--- config.mk ---
export PLATFORM = sky130hd
export DESIGN_NAME = mult_copro_flat
export DESIGN_NICKNAME = d
export VERILOG_FILES = /design/src/rtl/mult_copro_if.sv /design/src/rtl/mult_copro.sv /design/src/flat_wrapper.sv
export SDC_FILE = /design/constraint.sdc
export NUM_CORES = 1
export LEC_CHECK = 0
export CAP_MARGIN = 20
export CORE_MARGIN = 5
export CORE_UTILIZATION = 60
export CTS_BUF_LIST = sky130_fd_sc_hd__clkbuf_4
export DETAILED_ROUTE_END_ITERATION = 10
export GPL_ROUTABILITY_DRIVEN = 0
export PLACE_DENSITY = 0.81
export SYNTH_ARGS = -nofsm -noshare
export SYNTH_HDL_FRONTEND = slang
export SYNTH_SLANG_ARGS = --single-unit
--- constraint.sdc ---
create_clock -name ck -period 6.8 [get_ports ck]
set_clock_uncertainty 0.05 [all_clocks]
set_input_delay 1.36 -clock ck [delete_from_list [all_inputs] [get_ports ck]]
set_output_delay 1.36 -clock ck [all_outputs]
set_load 0.02 [all_outputs]
--- src/rtl/mult_copro_if.sv ---
`default_nettype none
// ============================================================================
//  Module   : mult_copro_if
//  Purpose  : Co-processor port bundle (start/ready handshake, push/pop stack
//             access, sticky error) between the processor and mult_copro.
//  Revision : 1.0  initial release
// ============================================================================
interface mult_copro_if #(
    parameter int WIDTH = 32
);
    logic             start;
    logic             ready;
    logic             dpsh;
    logic [WIDTH-1:0] dinp;
    logic             dpop;
    logic [WIDTH-1:0] dout;
    logic             err;

    modport master (
        output start, dpsh, dinp, dpop,
        input  ready, dout, err
    );

    modport slave (
        input  start, dpsh, dinp, dpop,
        output ready, dout, err
    );
endinterface
`default_nettype wire

--- src/rtl/mult_copro.sv ---
`default_nettype none
// ============================================================================
//  Module   : mult_copro
//  Purpose  : LIFO-fed unsigned shift-add multiplier; product pushed back
//             as two words with the low word on top.
//  Revision : 1.0  initial release
// ============================================================================
module mult_copro #(
    parameter int WIDTH = 32,
    parameter int DEPTH = 4
) (
    input  wire logic   ck,
    input  wire logic   rb,
    mult_copro_if.slave cp
);
    localparam int CW = $clog2(DEPTH + 1);
    localparam int IW = $clog2(DEPTH);
    localparam int BW = $clog2(WIDTH);

    typedef enum logic [1:0] {
        S_IDLE = 2'd0,
        S_MUL  = 2'd1,
        S_WB   = 2'd2,
        S_DONE = 2'd3
    } state_t;

    state_t             state_q, state_d;
    logic [CW-1:0]      cnt_q, cnt_d;
    logic [WIDTH-1:0]   stk_q [DEPTH];
    logic [WIDTH-1:0]   a_q, a_d;
    logic [WIDTH-1:0]   b_q, b_d;
    logic [2*WIDTH-1:0] p_q, p_d;
    logic [BW-1:0]      bit_q, bit_d;
    logic               err_q, err_d;

    logic               we0, we1;
    logic [IW-1:0]      wi0, wi1;
    logic [WIDTH-1:0]   wd0, wd1;

    logic [IW-1:0]      top_idx, sec_idx, push_idx, push2_idx;
    logic [WIDTH:0]     mul_sum;

    assign top_idx   = IW'(cnt_q - CW'(1));
    assign sec_idx   = IW'(cnt_q - CW'(2));
    assign push_idx  = IW'(cnt_q);
    assign push2_idx = IW'(cnt_q + CW'(1));

    // Carry out of the upper-half add lands in the MSB after the shift.
    assign mul_sum = {1'b0, p_q[2*WIDTH-1:WIDTH]} + {1'b0, (a_q[0] ? b_q : '0)};

    assign cp.dout  = (cnt_q == '0) ? '0 : stk_q[top_idx];
    assign cp.ready = ((state_q == S_IDLE) && !cp.start) || (state_q == S_DONE);
    assign cp.err   = err_q;

    always_comb begin
        state_d = state_q;
        cnt_d   = cnt_q;
        a_d     = a_q;
        b_d     = b_q;
        p_d     = p_q;
        bit_d   = bit_q;
        err_d   = err_q;
        we0     = 1'b0;
        wi0     = push_idx;
        wd0     = cp.dinp;
        we1     = 1'b0;
        wi1     = push2_idx;
        wd1     = p_q[WIDTH-1:0];

        if ((state_q != S_IDLE) && (cp.dpsh || cp.dpop)) begin
            err_d = 1'b1;
        end

        case (state_q)
            S_IDLE: begin
                if (cp.start) begin
                    if (cnt_q >= CW'(2)) begin
                        a_d     = stk_q[top_idx];
                        b_d     = stk_q[sec_idx];
                        cnt_d   = cnt_q - CW'(2);
                        p_d     = '0;
                        bit_d   = '0;
                        state_d = S_MUL;
                        if (cp.dpsh || cp.dpop) begin
                            err_d = 1'b1;
                        end
                    end else begin
                        err_d   = 1'b1;
                        state_d = S_DONE;
                    end
                end else if (cp.dpsh && cp.dpop) begin
                    we0 = 1'b1;
                    if (cnt_q == '0) begin
                        cnt_d = cnt_q + CW'(1);
                    end else begin
                        wi0 = top_idx;
                    end
                end else if (cp.dpsh) begin
                    if (cnt_q == CW'(DEPTH)) begin
                        err_d = 1'b1;
                    end else begin
                        we0   = 1'b1;
                        cnt_d = cnt_q + CW'(1);
                    end
                end else if (cp.dpop) begin
                    if (cnt_q == '0) begin
                        err_d = 1'b1;
                    end else begin
                        cnt_d = cnt_q - CW'(1);
                    end
                end
            end
            S_MUL: begin
                p_d   = {mul_sum, p_q[WIDTH-1:1]};
                a_d   = a_q >> 1;
                bit_d = bit_q + BW'(1);
                if (bit_q == BW'(WIDTH - 1)) begin
                    state_d = S_WB;
                end
            end
            S_WB: begin
                we0     = 1'b1;
                wd0     = p_q[2*WIDTH-1:WIDTH];
                we1     = 1'b1;
                cnt_d   = cnt_q + CW'(2);
                state_d = S_DONE;
            end
            S_DONE: begin
                state_d = S_IDLE;
            end
            default: begin
                state_d = S_IDLE;
            end
        endcase
    end

    always_ff @(posedge ck) begin
        if (rb) begin
            state_q <= S_IDLE;
            cnt_q   <= '0;
            a_q     <= '0;
            b_q     <= '0;
            p_q     <= '0;
            bit_q   <= '0;
            err_q   <= 1'b0;
        end else begin
            state_q <= state_d;
            cnt_q   <= cnt_d;
            a_q     <= a_d;
            b_q     <= b_d;
            p_q     <= p_d;
            bit_q   <= bit_d;
            err_q   <= err_d;
        end
    end

    // Stack contents need no reset: the count alone decides what is visible.
    always_ff @(posedge ck) begin
        if (we0) begin
            stk_q[wi0] <= wd0;
        end
        if (we1) begin
            stk_q[wi1] <= wd1;
        end
    end
endmodule
`default_nettype wire

--- src/flat_wrapper.sv ---
// flat-port wrapper written by rule: the top's interface ports become plain ports
module mult_copro_flat 
#(
    parameter int WIDTH = 32,
    parameter int DEPTH = 4
)
  (ck, rb, cp_start, cp_dpsh, cp_dinp, cp_dpop, cp_ready, cp_dout, cp_err);
  mult_copro_if #(.WIDTH(WIDTH)) cp_i ();
  input  wire logic ck;
  input  wire logic rb;
  input wire logic [$bits(cp_i.start)-1:0] cp_start;
  input wire logic [$bits(cp_i.dpsh)-1:0] cp_dpsh;
  input wire logic [$bits(cp_i.dinp)-1:0] cp_dinp;
  input wire logic [$bits(cp_i.dpop)-1:0] cp_dpop;
  output wire logic [$bits(cp_i.ready)-1:0] cp_ready;
  output wire logic [$bits(cp_i.dout)-1:0] cp_dout;
  output wire logic [$bits(cp_i.err)-1:0] cp_err;
  assign cp_i.start = cp_start;
  assign cp_i.dpsh = cp_dpsh;
  assign cp_i.dinp = cp_dinp;
  assign cp_i.dpop = cp_dpop;
  assign cp_ready = cp_i.ready;
  assign cp_dout = cp_i.dout;
  assign cp_err = cp_i.err;
  mult_copro #(.WIDTH(WIDTH), .DEPTH(DEPTH)) u_core (.ck(ck), .rb(rb), .cp(cp_i));
endmodule
### After elaboration in Yosys (flattened, before gate mapping)

Memory sizes are Yosys's and may differ from the RTL's. A register that Yosys moved wholly into a read port is not among the register bits.
Cells that the tools add are included.
W data, S select, Z words.

* memory bits (writable): 128
* word-level logic and storage cells: 91
* bits of input ports: 37
* bits in registers: 107
* output and inout port bits: 34
* memories kept: 1

* muxes and demuxes: 49
* $lt $le $gt $ge: 1
* equality and inequality tests: 13
* reduce and logical (&&, ||, !) cells: 15
* $add $sub $neg: 6

Memory list
* u_core.stk_q: depth 4, width 32, read ports 2, clocked after Yosys merged registers in 1, write ports 2, line mult_copro.sv:29 `logic [WIDTH-1:0] stk_q [DEPTH];`

Operators by type and width (count)
* $mux W32: 5
* $mux W64: 2
* $pmux W64 S2: 1
* $pmux W32 S2: 1
* $add A32 B32 Y33: 1
* $mux W3: 8
* $mux W1: 19
* $ne A5 B5 Y1 const B: 3
* $mux W2: 7
* $mux W5: 2
* $pmux W5 S2: 1
* $pmux W2 S4: 1
* $pmux W3 S2: 1
* $reduce_and A3 Y1: 2
* $reduce_and A6 Y1: 1
* $reduce_bool A2 Y1: 3
* $add A5 B1 Y5 const B: 1
* $eq A5 B5 Y1 const B: 1
* $eq A2 B2 Y1 const B: 2
* $ne A2 B2 Y1 const B: 2
* $ne A4 B4 Y1 const B: 1
* $add A3 B1 Y3 const B: 1
* $add A3 B2 Y3 const B: 1
* $eq A3 B3 Y1 const B: 1
* 13 further kinds: 16

### Depth between registers and ports, before layout

* depth after elaboration: 9
* mapped depth: 13

### Least setup slack after synthesis

Ideal clock, no wire load.

* kind: register to output
* start point: register u_core.cnt_q[0]
* end point: output cp_dout[10]
* required time: 5.390 ns
* slack: 2.571 ns
* stages on the path, launching flop included: 9
* data arrival time: 2.819 ns
* cell sequence: dfxtp_1 -> buf_1 -> buf_2 -> inv_1 -> ha_1 -> clkbuf_1 -> buf_1 -> mux4_2 -> and2_1

* cells in the longest elaborated chain, start to end: 3
* elaborated cells between the ends (all ways): 4
* those cells by class: add/sub (1); mux (1); reduce/logical (1); memory (1)

Ends and longest elaborated chain
* start: declaration: line mult_copro.sv:28 `logic [CW-1:0] cnt_q, cnt_d;`
* start signal: assignment: line mult_copro.sv:148 `cnt_q <= cnt_d;`
* $sub A3 B1 Y3
* $mem_v2 Z4 W32
* $mux W32 (*): line mult_copro.sv:51 `assign cp.dout = (cnt_q == '0) ? '0 : stk_q[top_idx];`
* end: declaration: line flat_wrapper.sv:16 `output wire logic [$bits(cp_i.dout)-1:0] cp_dout;`

Mark *: on every way between the ends. The rest lies on a longest branch, timed or not.

### Worst setup path after layout

* start point: register u_core.cnt_q[0]
* end point: output cp_dout[31]

Same word-level chain as after synthesis.

==> out/qor.txt <==
Iteration count of the initial detailed-routing pass -> 5
Gate count after technology mapping -> 1506
Cells along the critical path -> inv_1 -> ha_2 -> mux4_2 -> and2_1 -> clkdlybuf4s50_1
Post-CTS clock slew at the launch and capture registers of the worst setup and hold paths -> 0.06 ns
Setup repair after global routing missed its margin -> no
Number of max-capacitance violations reported -> 0
Deepest level of the CTS H-tree -> 3
Top post-synthesis cells by count -> 238 x sky130_fd_sc_hd__a21oi_1, 147 x sky130_fd_sc_hd__nand2_1, 139 x sky130_fd_sc_hd__dfxtp_1
Horizontal extent of the die -> 168 um
Number of synthesized flops with an enable pin -> 128
Rel. slew slack -> 29.2%
Remaining antenna violation count after routing -> 0
Final WL -> 38000 um
TritonCTS clock tree -> yes
Yosys warning total -> 0
DRC errors left -> 0
Hold WC Path Type -> reg2reg
Cell row count -> 58
CTS resizes -> 0
Flip-flop and latch count after synthesis -> 267
Stage delay of the slowest cell on the critical path -> 1.06 ns
Multi-input logic area -> 7950 um^2
Estimated wirelength of the detail-placed design -> 23500 um
Library cells used by synthesis -> 65
Status -> finished clean
Clock network latency to the later pin of the worst-skew pair -> 0.70 ns
Area used by sequential logic in the layout -> 6630 um^2
Final Hold Violating Endpoints -> 0
Fin crit share -> 80.1%
First-pass GRT wire length -> 61300 um
Maximum number of pins on one net before global-route repair -> 89
IO buf count -> 70
Min Clock Period, post-route -> 5.45 ns
Number of DRC markers after the initial detailed-route iteration -> 894
Initial antenna violation count -> 1
Element type at the critical path end -> output port
P_leak -> 5.94 nW
Gr usage total -> 26.6%
CORE AREA -> 25000 um^2
Root Buffer Master -> sky130_fd_sc_hd__clkbuf_4
Detailed-route vias per instance -> 6.22
Final worst slack -> 1.35 ns
Critical Setup Path Class -> reg2out
Avg Synthesized Cell Area -> 10.0 um^2
Top cell family by delay on the critical path -> adder cells
Arrival time of data at the critical path endpoint -> 4.04 ns
Layout cell share with drive strength beyond 1 -> 14.3%
Primary flip-flop cell chosen by synthesis mapping -> sky130_fd_sc_hd__dfxtp_1
Power per cell area -> 438 nW/um^2
CP max stage cell -> sky130_fd_sc_hd__ha_2
Number of global-route vias before repair -> 12.0k
CP Buf/Inv Count -> 2
Floorplan die area -> 28400 um^2
Bufs on Longest Clock Path -> 3
Top cells by area, synth -> sky130_fd_sc_hd__edfxtp_1 26%, sky130_fd_sc_hd__dfxtp_1 18%, sky130_fd_sc_hd__mux4_2 9.6%
Worst Path Required -> 5.39 ns
CTS buffer count -> 72
Total of endpoints with negative setup slack in the final report -> 0
CTS sink count -> 267
Die height -> 168 um
Fill cell instance count of the final layout -> 1912
Fraction of synthesized cell area taken by the top area cell type -> 25.5%
Area Overhead vs Synth -> 13.1%
Cell count after placement -> 1814
Post-synth top area cell -> sky130_fd_sc_hd__edfxtp_1
Worst setup timing slack at the placement stage -> 2.00 ns
Setup total negative slack -> 0 ns
Most common cell in the synthesized netlist -> sky130_fd_sc_hd__a21oi_1
Transition at the pin with the smallest max-transition slack -> 1.06 ns
Total number of nets in the final design -> 1642
Startpoint type of the worst setup path -> flip-flop
DR vias -> 12.1k
Maximum clock frequency -> 184 MHz
Peak supply drop -> 0.355 mV
Net count after synthesis -> 1590
Grt ovf -> 0
Fin cells -> 1948
I/O pin cnt -> 71
Sequential fraction of the synthesis area -> 44.0%
Post-CTS Hold Fix Bufs -> 0
Starting density of the core -> 60.3%
Number of buffers inserted by post-CTS setup repair -> 0
Largest driver fanout on the critical path -> 35
Pins over their slew limit -> 0
Detail-routed net length per standard cell -> 19.5 um
FFs w/ async S/R, synth -> 0%
Mapped Area -> 15100 um^2
## worst min-delay path, stage by stage (launching register included)
cell and delay (ns):
sky130_fd_sc_hd__dfxtp_1 0.30, sky130_fd_sc_hd__nand2_1 0.05, sky130_fd_sc_hd__a21oi_1 0.05
## final timing paths
check	cells after the start	endpoint	from	slack, ns
max reg2reg	9	u_core.p_q[62]$_SDFFE_PP0P_	u_core.state_q[1]$_SDFFE_PP0P_	2.90
min reg2reg	2	u_core.b_q[19]$_SDFFE_PP0P_	u_core.b_q[19]$_SDFFE_PP0P_	0.41
max	5	cp_dout[31]	u_core.cnt_q[0]$_SDFFE_PP0P_	1.35
min	2	u_core.b_q[19]$_SDFFE_PP0P_	u_core.b_q[19]$_SDFFE_PP0P_	0.41
## logic make-up after synthesis
| group | synth area share [%] |
|---|---|
| compound gates | 15.3 |
| xor+xnor | 1.28 |
| fa+ha+maj | 3.95 |
| buf+inv | 3.48 |
| flops | 44.0 |
| mux | 18.5 |
| simple gates | 13.5 |
## through the flow
stage	hold slack [ns]	total power, mW	instance area (um^2)	utilization, %
2_1_floorplan	0.382	4.71	15100	-
3_3_place_gp	0.388	5.70	16000	63.9
3_5_place_dp	0.396	5.79	16000	63.9
4_1_cts	0.404	7.45	17000	68.2
5_1_grt	0.426	7.84	17000	68.2
6_report	0.405	7.46	17000	68.2
## state kept, by name (all words and copies together) (netlist names)
name / flops
u_core.a_q: 32
u_core.b_q: 32
u_core.bit_q: 5
u_core.cnt_q: 3
u_core.cp.err: 1
u_core.p_q: 64
u_core.state_q: 2
u_core.stk_q: 128
## layout make-up
cell class / count / share of cell area (%)
Tap cell: 330 / 2.42
Antenna cell: 1 / 0.0147
Timing Repair Buffer: 91 / 5.10
Inverter: 24 / 0.529
Sequential cell: 267 / 38.9
Clock inverter: 14 / 1.09
Clock buffer: 119 / 5.24
Multi-Input combinational cell: 1102 / 46.7
## report_power, final
part | switching (mW) | internal [mW] | total [mW]
registers | 0.226 | 2.23 | 2.46
logic | 2.00 | 1.35 | 3.35
clock network | 0.675 | 0.979 | 1.65
total | 2.90 | 4.56 | 7.46
## routing by layer
metal	vias up	wire length, um	track usage (%)
li1	5739	-	-
met1	5800	15400	33.7
met2	489	18900	45.3
met3	89	2560	5.37
met4	0	1130	10.0
met5	-	0	0
## cell usage in the layout (no fill, tap or decap), drive strengths merged, types with 9 or more instances in the layout
master | Yosys | final
xnor2 | 15 | 15
mux4 | 64 | 64
clkinv | 1 | 9
dfxtp | 139 | 139
nand3 | 49 | 49
a21o | 10 | 10
o21ai | 36 | 36
inv | 23 | 24
o22ai | 31 | 31
clkbuf | 91 | 119
a22oi | 11 | 11
o21a | 11 | 11
clkdlybuf4s50 | 0 | 69
nor2 | 111 | 111
buf | 22 | 22
edfxtp | 128 | 128
nand2 | 147 | 147
and2 | 67 | 67
nor3 | 41 | 41
ha | 46 | 46
a211oi | 9 | 9
mux2i | 135 | 135
a21oi | 238 | 238
No activity file was read; power rests on OpenSTA's default activity.
